`src/rtl/fpu_mul_arbiter.sv`:
```
`default_nettype none
// ============================================================================
//  Module      : fpu_mul_arbiter
//  Description : Round-robin front end that shares one single-precision FP
//                multiplier core among NREQ requesters. Operands are
//                registered into the core, the result and flags are captured
//                MUL_LAT cycles later and held as a response tagged with the
//                requester id until it is accepted.
//  Revision    : 1.0 - initial release
// ============================================================================
module fpu_mul_arbiter #(
    parameter int NREQ    = 2,
    parameter int ID_W    = 1,
    parameter int MUL_LAT = 1
) (
    input  logic                 clk,
    input  logic                 reset,
    input  logic [NREQ-1:0]      req_valid,
    output logic [NREQ-1:0]      req_ready,
    input  logic [NREQ*32-1:0]   req_a,
    input  logic [NREQ*32-1:0]   req_b,
    input  logic [NREQ*2-1:0]    req_rmode,
    output logic [31:0]          mul_a,
    output logic [31:0]          mul_b,
    output logic [1:0]           mul_rmode,
    input  logic [31:0]          mul_result,
    input  logic                 mul_error,
    input  logic                 mul_overflow,
    output logic                 rsp_valid,
    input  logic                 rsp_ready,
    output logic [ID_W-1:0]      rsp_id,
    output logic [31:0]          rsp_result,
    output logic                 rsp_error,
    output logic                 rsp_overflow,
    output logic                 busy
);

    localparam int              c_CNT_W     = 3;
    localparam logic [c_CNT_W-1:0] c_CNT_INIT = c_CNT_W'(MUL_LAT - 1);
    localparam logic [ID_W:0]   c_NREQ      = (ID_W + 1)'(NREQ);
    localparam logic [ID_W-1:0] c_LAST_INIT = ID_W'(NREQ - 1);

    typedef enum logic [1:0] {
        S_IDLE = 2'd0,
        S_WAIT = 2'd1,
        S_RESP = 2'd2
    } state_t;

    state_t              r_state;
    state_t              w_next_state;
    logic [ID_W-1:0]     r_last_grant;
    logic [ID_W-1:0]     r_id;
    logic [c_CNT_W-1:0]  r_cnt;
    logic [31:0]         r_mul_a;
    logic [31:0]         r_mul_b;
    logic [1:0]          r_mul_rmode;
    logic                r_rsp_valid;
    logic [31:0]         r_rsp_result;
    logic                r_rsp_error;
    logic                r_rsp_overflow;

    logic [ID_W:0]       w_idx;
    logic [ID_W-1:0]     w_grant;
    logic                w_grant_vld;
    logic                w_accept;
    logic                w_wait_done;
    logic                w_rsp_done;

    // Round-robin search: walk downward so the nearest requester after
    // last_grant is the final (winning) assignment.
    always_comb begin
        w_idx       = '0;
        w_grant     = '0;
        w_grant_vld = 1'b0;
        for (int k = NREQ; k >= 1; k--) begin
            w_idx = {1'b0, r_last_grant} + (ID_W + 1)'(k);
            if (w_idx >= c_NREQ) begin
                w_idx = w_idx - c_NREQ;
            end
            if (req_valid[w_idx[ID_W-1:0]]) begin
                w_grant     = w_idx[ID_W-1:0];
                w_grant_vld = 1'b1;
            end
        end
    end

    assign w_accept    = (r_state == S_IDLE) && w_grant_vld;
    assign w_wait_done = (r_state == S_WAIT) && (r_cnt == '0);
    assign w_rsp_done  = (r_state == S_RESP) && rsp_ready;

    // State register.
    always_ff @(posedge clk or posedge reset) begin
        if (reset) begin
            r_state <= S_IDLE;
        end else begin
            r_state <= w_next_state;
        end
    end

    // Next-state and ready decode; ready is masked while reset is asserted
    // so every output reads zero during reset.
    always_comb begin
        w_next_state = r_state;
        req_ready    = '0;
        case (r_state)
            S_IDLE: begin
                if (w_accept) begin
                    w_next_state = S_WAIT;
                    if (!reset) begin
                        req_ready[w_grant] = 1'b1;
                    end
                end
            end
            S_WAIT: begin
                if (w_wait_done) begin
                    w_next_state = S_RESP;
                end
            end
            S_RESP: begin
                if (w_rsp_done) begin
                    w_next_state = S_IDLE;
                end
            end
            default: begin
                w_next_state = S_IDLE;
            end
        endcase
    end

    // Operand capture on accept, latency countdown, response capture/release.
    always_ff @(posedge clk or posedge reset) begin
        if (reset) begin
            r_last_grant   <= c_LAST_INIT;
            r_id           <= '0;
            r_cnt          <= '0;
            r_mul_a        <= '0;
            r_mul_b        <= '0;
            r_mul_rmode    <= '0;
            r_rsp_valid    <= 1'b0;
            r_rsp_result   <= '0;
            r_rsp_error    <= 1'b0;
            r_rsp_overflow <= 1'b0;
        end else begin
            if (w_accept) begin
                r_mul_a      <= req_a[{w_grant, 5'b00000} +: 32];
                r_mul_b      <= req_b[{w_grant, 5'b00000} +: 32];
                r_mul_rmode  <= req_rmode[{w_grant, 1'b0} +: 2];
                r_id         <= w_grant;
                r_last_grant <= w_grant;
                r_cnt        <= c_CNT_INIT;
            end
            if ((r_state == S_WAIT) && (r_cnt != '0)) begin
                r_cnt <= r_cnt - 1'b1;
            end
            if (w_wait_done) begin
                r_rsp_result   <= mul_result;
                r_rsp_error    <= mul_error;
                r_rsp_overflow <= mul_overflow;
                r_rsp_valid    <= 1'b1;
            end
            if (w_rsp_done) begin
                r_rsp_valid <= 1'b0;
            end
        end
    end

    assign mul_a        = r_mul_a;
    assign mul_b        = r_mul_b;
    assign mul_rmode    = r_mul_rmode;
    assign rsp_valid    = r_rsp_valid;
    assign rsp_id       = r_id;
    assign rsp_result   = r_rsp_result;
    assign rsp_error    = r_rsp_error;
    assign rsp_overflow = r_rsp_overflow;
    assign busy         = (r_state != S_IDLE);

endmodule
`default_nettype wire

```
`config.mk`:
```
export PLATFORM = sky130hd
export DESIGN_NAME = fpu_mul_arbiter
export DESIGN_NICKNAME = d
export VERILOG_FILES = /design/src/rtl/fpu_mul_arbiter.sv
export SDC_FILE = /design/constraint.sdc
export NUM_CORES = 1
export LEC_CHECK = 0
export CAP_MARGIN = 15
export CELL_PAD_IN_SITES_DETAIL_PLACEMENT = 1
export CELL_PAD_IN_SITES_GLOBAL_PLACEMENT = 1
export CORE_MARGIN = 3
export CORE_UTILIZATION = 31
export DETAILED_ROUTE_END_ITERATION = 12
export GPL_ROUTABILITY_DRIVEN = 0
export PLACE_DENSITY_LB_ADDON = 0.1
export SLEW_MARGIN = 25
export SYNTH_ARGS = -nofsm -noshare
export SYNTH_HDL_FRONTEND = slang
export SYNTH_SLANG_ARGS = --single-unit
```
`constraint.sdc`:
```
create_clock -name clk -period 3.8 [get_ports clk]
set_clock_uncertainty 0.2 [all_clocks]
set_input_delay 0.38 -clock clk [delete_from_list [all_inputs] [get_ports clk]]
set_output_delay 0.38 -clock clk [all_outputs]
set_load 0.01 [all_outputs]
```
# Word level (Yosys, flattened, before mapping)
# Cells that the tools add are included.
[op_classes]
add_sub_neg = 5
n_reduce_logical = 12
magnitude_cmp = 6
n_eq_ne = 5
shifts = 3
n_mux = 23
[op_table]
columns = ["op", "count"]
rows = [
  ["$shiftx A64 B7 Y32", 2],
  ["$mux W1", 13],
  ["$mux W2", 6],
  ["$lt A1 B2 Y1 const B", 3],
  ["$mux W3", 2],
  ["$ne A2 B2 Y1 const B", 3],
  ["$pmux W2 S3", 1],
  ["$reduce_bool A2 Y1", 3],
  ["$logic_and A1 B1 Y1", 5],
  ["$ge A2 B2 Y1 const B", 2],
  ["$shiftx A4 B3 Y2", 1],
  ["$logic_not A3 Y1", 1],
  ["$reduce_and A3 Y1", 1],
  ["$reduce_bool A3 Y1", 1],
  ["$sub A3 B1 Y3 const B", 1],
  ["$add A1 B1 Y2 const B", 1],
  ["$add A1 B2 Y2 const B", 1],
  ["$eq A2 B1 Y1 const B", 1],
  ["$eq A2 B2 Y1 const B", 1],
  ["$logic_not A2 Y1", 1],
  ["$sub A1 B1 Y1 const B", 2],
  ["$demux W1 S1", 1],
  ["$ge A1 B1 Y1 const B", 1],
]
[totals]
input_bits = 171
register_bits = 108
elab_cells = 65

# Depth between registers and ports, before layout
[logic_depth]
word_depth = 14
depth_mapped = 6
mapped_depth_nobuf = 5

# Worst setup path after synthesis
# No wires, ideal clock.
[synth_path]
kind = "register to output"
from = "register r_last_grant"
to = "output req_ready[0]"
stages_incl_launch_ff = 5
arrival_time_ns = 1.316
setup_slack_ns = 1.904
path_buffers = 2
path_cell_list = "dfstp_2 > a21boi_2 > buf_6 > buf_6 > nor4_1"
[synth_between]
elab_chain_len = 14
word_cells_on_any_way = 25
cone_classes = "4 x add/sub; 4 x order compare; 15 x mux; 2 x reduce/logical"
[synth_lines]
columns = ["item", "line", "source"]
rows = [
  ["from (decl)", "51", "logic [ID_W-1:0] r_last_grant;"],
  ["from (signal assigned)", "133", "r_last_grant <= c_LAST_INIT;"],
  ["from (signal assigned)", "149", "r_last_grant <= w_grant;"],
  ["$add A1 B2 Y2", "76", "w_idx = {1'b0, r_last_grant} + (ID_W + 1)'(k);"],
  ["$ge A2 B2 Y1 / $sub A1 B1 Y1 (equally long branches)", "77, 78", ""],
  ["$mux W1", "77", "if (w_idx >= c_NREQ) begin"],
  ["$mux W1 (implied by the code) (2 in a row)", "80", "if (req_valid[w_idx[ID_W-1:0]]) begin"],
  ["$mux W1 (2 in a row)", "80", ""],
  ["$lt A1 B2 Y1 (implied by the code) / $ge A1 B1 Y1 (equally long branches)", "110", "req_ready[w_grant] = 1'b1;"],
  ["$logic_and A1 B1 Y1 (implied by the code)", "110", ""],
  ["$mux W1 (implied by the code)", "110", ""],
  ["$demux W1 S1", "110", ""],
  ["$mux W2", "109", "if (!reset) begin"],
  ["$mux W2 (*)", "107", "if (w_accept) begin"],
  ["$mux W2 (*)", "105", "case (r_state)"],
  ["to (decl)", "19", "output logic [NREQ-1:0] req_ready,"],
]
# Every way passes the cells marked *; elsewhere a longest branch is shown, timed or not. The select of a mux whose other input is x is not followed.

# Worst setup path after layout
[layout_path]
from = "register r_state[0]"
to = "output req_ready[0]"
[layout_between]
elab_chain_len = 4
[layout_lines]
columns = ["item", "line", "source"]
rows = [
  ["from (decl)", "49", "state_t r_state;"],
  ["from (signal assigned)", "96", "r_state <= w_next_state;"],
  ["$logic_not A2 Y1 (*)", "87, 105", ""],
  ["$logic_and A1 B1 Y1", "87", "assign w_accept = (r_state == S_IDLE) && w_grant_vld;"],
  ["$mux W2", "107", ""],
  ["$mux W2 (*)", "105", ""],
]
# Every way passes the cells marked *; elsewhere a longest branch is shown, timed or not.

==> impl_metrics.py <==
metrics = {
    "status": {
        "status": "finished, final reports clean",
    },
    "synth": {
        "syn_area_sq_um": 5410,
        "ys.warnings.count": 0,
        "synth_nets": 587,
        "synth_commonest_cells": "dfrtp_1, nand2_1, a2bb2oi_2",
        "synth_edf_count": 0,
        "synth.largest_area_cell": "dfrtp_1",
        "netlist_instances": 414,
        "synth_simple_gate_area_share_pct": 6.87,
        "synth_seq_cells": 108,
        "yosysTopAreaCellShare_pct": 49.5,
        "yosysSeqAreaShare_pct": 50.0,
        "synth_mux_area_share_pct": 8.46,
        "ys_async_sr_fraction_pct": 100,
        "synth_top_cells_by_area": "dfrtp_1, a2bb2oi_2, a211oi_2, mux2_4, a211oi_1",
        "synthFlopType": "dfrtp_1",
        "synthAdderAreaFrac_pct": 0.462,
        "synth_cell_types": 39,
        "synth_compound_area_share_pct": 28.6,
        "synth_top_family_by_area": "compound AO/OA/AOI/OAI gates",
        "synth-xor-area-share_pct": 0,
        "postSynthAreaPerCell_sq_um": 13.1,
        "synth_most_common_cell": "dfrtp_1",
    },
    "global_route": {
        "grt_pass1_wl_microns": 30400,
        "grt_overflow_total": 0,
        "gr-usage-all-layers_pct": 19.9,
        "grt_max_degree": 68,
        "first_global_vias": 5165,
        "antenna_found_initial": 1,
    },
    "timing": {
        "worst_slack_ps": 978,
        "setup_tns_ps": 0,
        "rsz0062_at_grt": "false",
        "slew_headroom_pct": 36.2,
        "slew_violations": 0,
        "fin_crit_sh_pct": 74.3,
        "hold_viol_final": 0,
        "setup_viol": 0,
        "worst_pin_slew_ps": 958,
        "timing.fmax_mhz": 354,
        "period_minus_slack_ps": 2820,
    },
    "placed_design": {
        "place_ws_ps": 871,
        "port_buffers": 275,
        "dpl.hpwl_microns": 13500,
    },
    "cells_and_area": {
        "regArea_sq_um": 2700,
        "filler_cell_count": 1765,
        "multiInputGateArea_sq_um": 2410,
        "final_nets": 842,
        "area_growth_pct": 57.7,
        "drive_gt1_share_pct": 19.0,
    },
    "route": {
        "num_vias": 4566,
        "firstDrtPassIters": 4,
        "first_iter_violations": 93,
        "via_per_inst": 5.10,
        "drt-total-wl_microns": 19000,
        "wl_per_cell_microns": 21.2,
        "drtAntennaViolNets": 0,
        "drc": 0,
    },
    "floorplanning": {
        "ios": 276,
        "die-area_sq_um": 19100,
        "num_rows": 47,
        "coreArea_sq_um": 16800,
        "initial_core_util_pct": 32.2,
        "die_y_microns": 138,
        "die_w_microns": 138,
    },
    "worst_setup_path": {
        "crit_arrival_ps": 2240,
        "critPathSlowestCell": "clkdlybuf4s50_1",
        "critical_path_class": "reg2out",
        "critPathBufInv": 2,
        "end_kind": "output port",
        "crit_path_cell_trace": "nor2_2 > clkinv_2 > nor4_1 > clkdlybuf4s50_1",
        "cp-start-kind": "flop",
        "cp_slowest_stage_delay_ps": 640,
        "cp_top_family": "buffers and inverters",
        "cp_max_fo": 16,
        "required_ps": 3220,
    },
    "clock_tree": {
        "clockBufferDepth": 2,
        "cts_resized": 0,
        "cts_buffers": 9,
        "clk_pin_slew_ps": 80,
        "cts_tree": "built",
        "numClockSinks": 108,
        "ctsRootBufferMaster": "clkbuf_16",
        "ctsHoldBuffers": 0,
        "htreeDepth": 3,
        "clock_latency_ps": 350,
        "post_cts_buffers": 0,
    },
    "power": {
        "total_power_mw": 6.84,
        "leakage_nw": 3.32,
        "p_per_area_nw_per_um2": 802,
        "ir_drop_v": 0.000365,
    },
    "job": {
        "max_cap_viol_count": 0,
    },
    "worst_hold_path": {
        "hp-class": "reg2reg",
    },
}
-- cell usage in the layout (no fill, tap or decap), types with 2 or more instances in the layout --
cell,synthesis,layout
ha_1,2,2
nand2b_2,2,2
inv_1,4,3
inv_6,0,2
a211oi_2,27,27
clkinvlp_4,0,2
a2bb2oi_1,26,26
mux2_2,5,5
dfrtp_1,107,107
o21ai_0,2,2
clkdlybuf4s50_1,0,275
mux2_4,20,20
o21ai_1,2,2
mux2_1,9,9
nor2_4,2,2
nand2_1,67,67
a2bb2oi_2,40,40
nor2b_1,3,3
o22ai_1,2,2
buf_4,2,7
a211oi_1,39,39
clkbuf_16,0,9
-- worst reg2reg max path, delay by kind of cell (launching register included) --
| family | cells | cell delay, ps |
|---|---|---|
| buf+inv | 2 | 940 |
| compound gates | 2 | 550 |
| flops | 1 | 450 |
| simple gates | 1 | 90 |
-- cells by family (layout without fill, tap and decap cells) --
group | after synthesis | in the layout
adders and majority gates | 2 | 2
AOI/OAI and AO/OA | 145 | 145
other | 0 | 1
and+or+nand+nor | 81 | 81
DFF | 108 | 108
muxes | 34 | 34
buffers and inverters | 44 | 304
-- power breakdown --
group	leakage [nW]	internal [mW]	switching [mW]
clock network	0.137	0.462	0.484
registers	1.23	1.74	0.378
logic	1.95	2.21	1.57
total	3.32	4.41	2.43
-- state kept, by name, summed over array words and instances, names as in the netlist --
signal and flops:
mul_a 32, mul_b 32, rsp_result 32, r_cnt 3, mul_rmode 2, r_state 2, r_last_grant 1, rsp_error 1
rsp_id 1, rsp_overflow 1, rsp_valid 1
-- cell type report --
class,count,share of cell area (%)
Timing Repair Buffer,283,33.1
Sequential cell,108,31.7
Multi-Input combinational cell,262,28.2
Tap cell,220,3.23
Clock buffer,9,2.64
Clock inverter,7,0.806
Inverter,5,0.264
Antenna cell,1,0.0293
-- worst paths after layout --
check,start,to,slack [ps],cells past startpoint
worst max-delay path,r_state[0],req_ready[0],980,4
worst min-delay path,rsp_result[4],rsp_result[4],290,1
worst max register to register,r_state[0],r_cnt[2],1470,5
worst min register to register,rsp_result[4],rsp_result[4],290,1
max in group asynchronous,reset,mul_a[5],2290,3
min in group asynchronous,reset,mul_b[18],340,2
-- metrics by stage --
step,hold slack (ps),util [%],area (sq um),cells
floorplan,250,-,5410,414
global placement,263,49.0,8240,878
detailed placement,278,49.0,8240,878
CTS,297,50.7,8530,894
global route,315,50.7,8530,895
finish,293,50.7,8530,895
-- metal layers --
metal  part of all wire [%]  GRT usage [%]
met5                      0              0
met4                    1.9           6.14
met2                     51           34.7
met1                     40           23.4
met3                    6.7           6.28
Power figures use the tool's default switching activity.
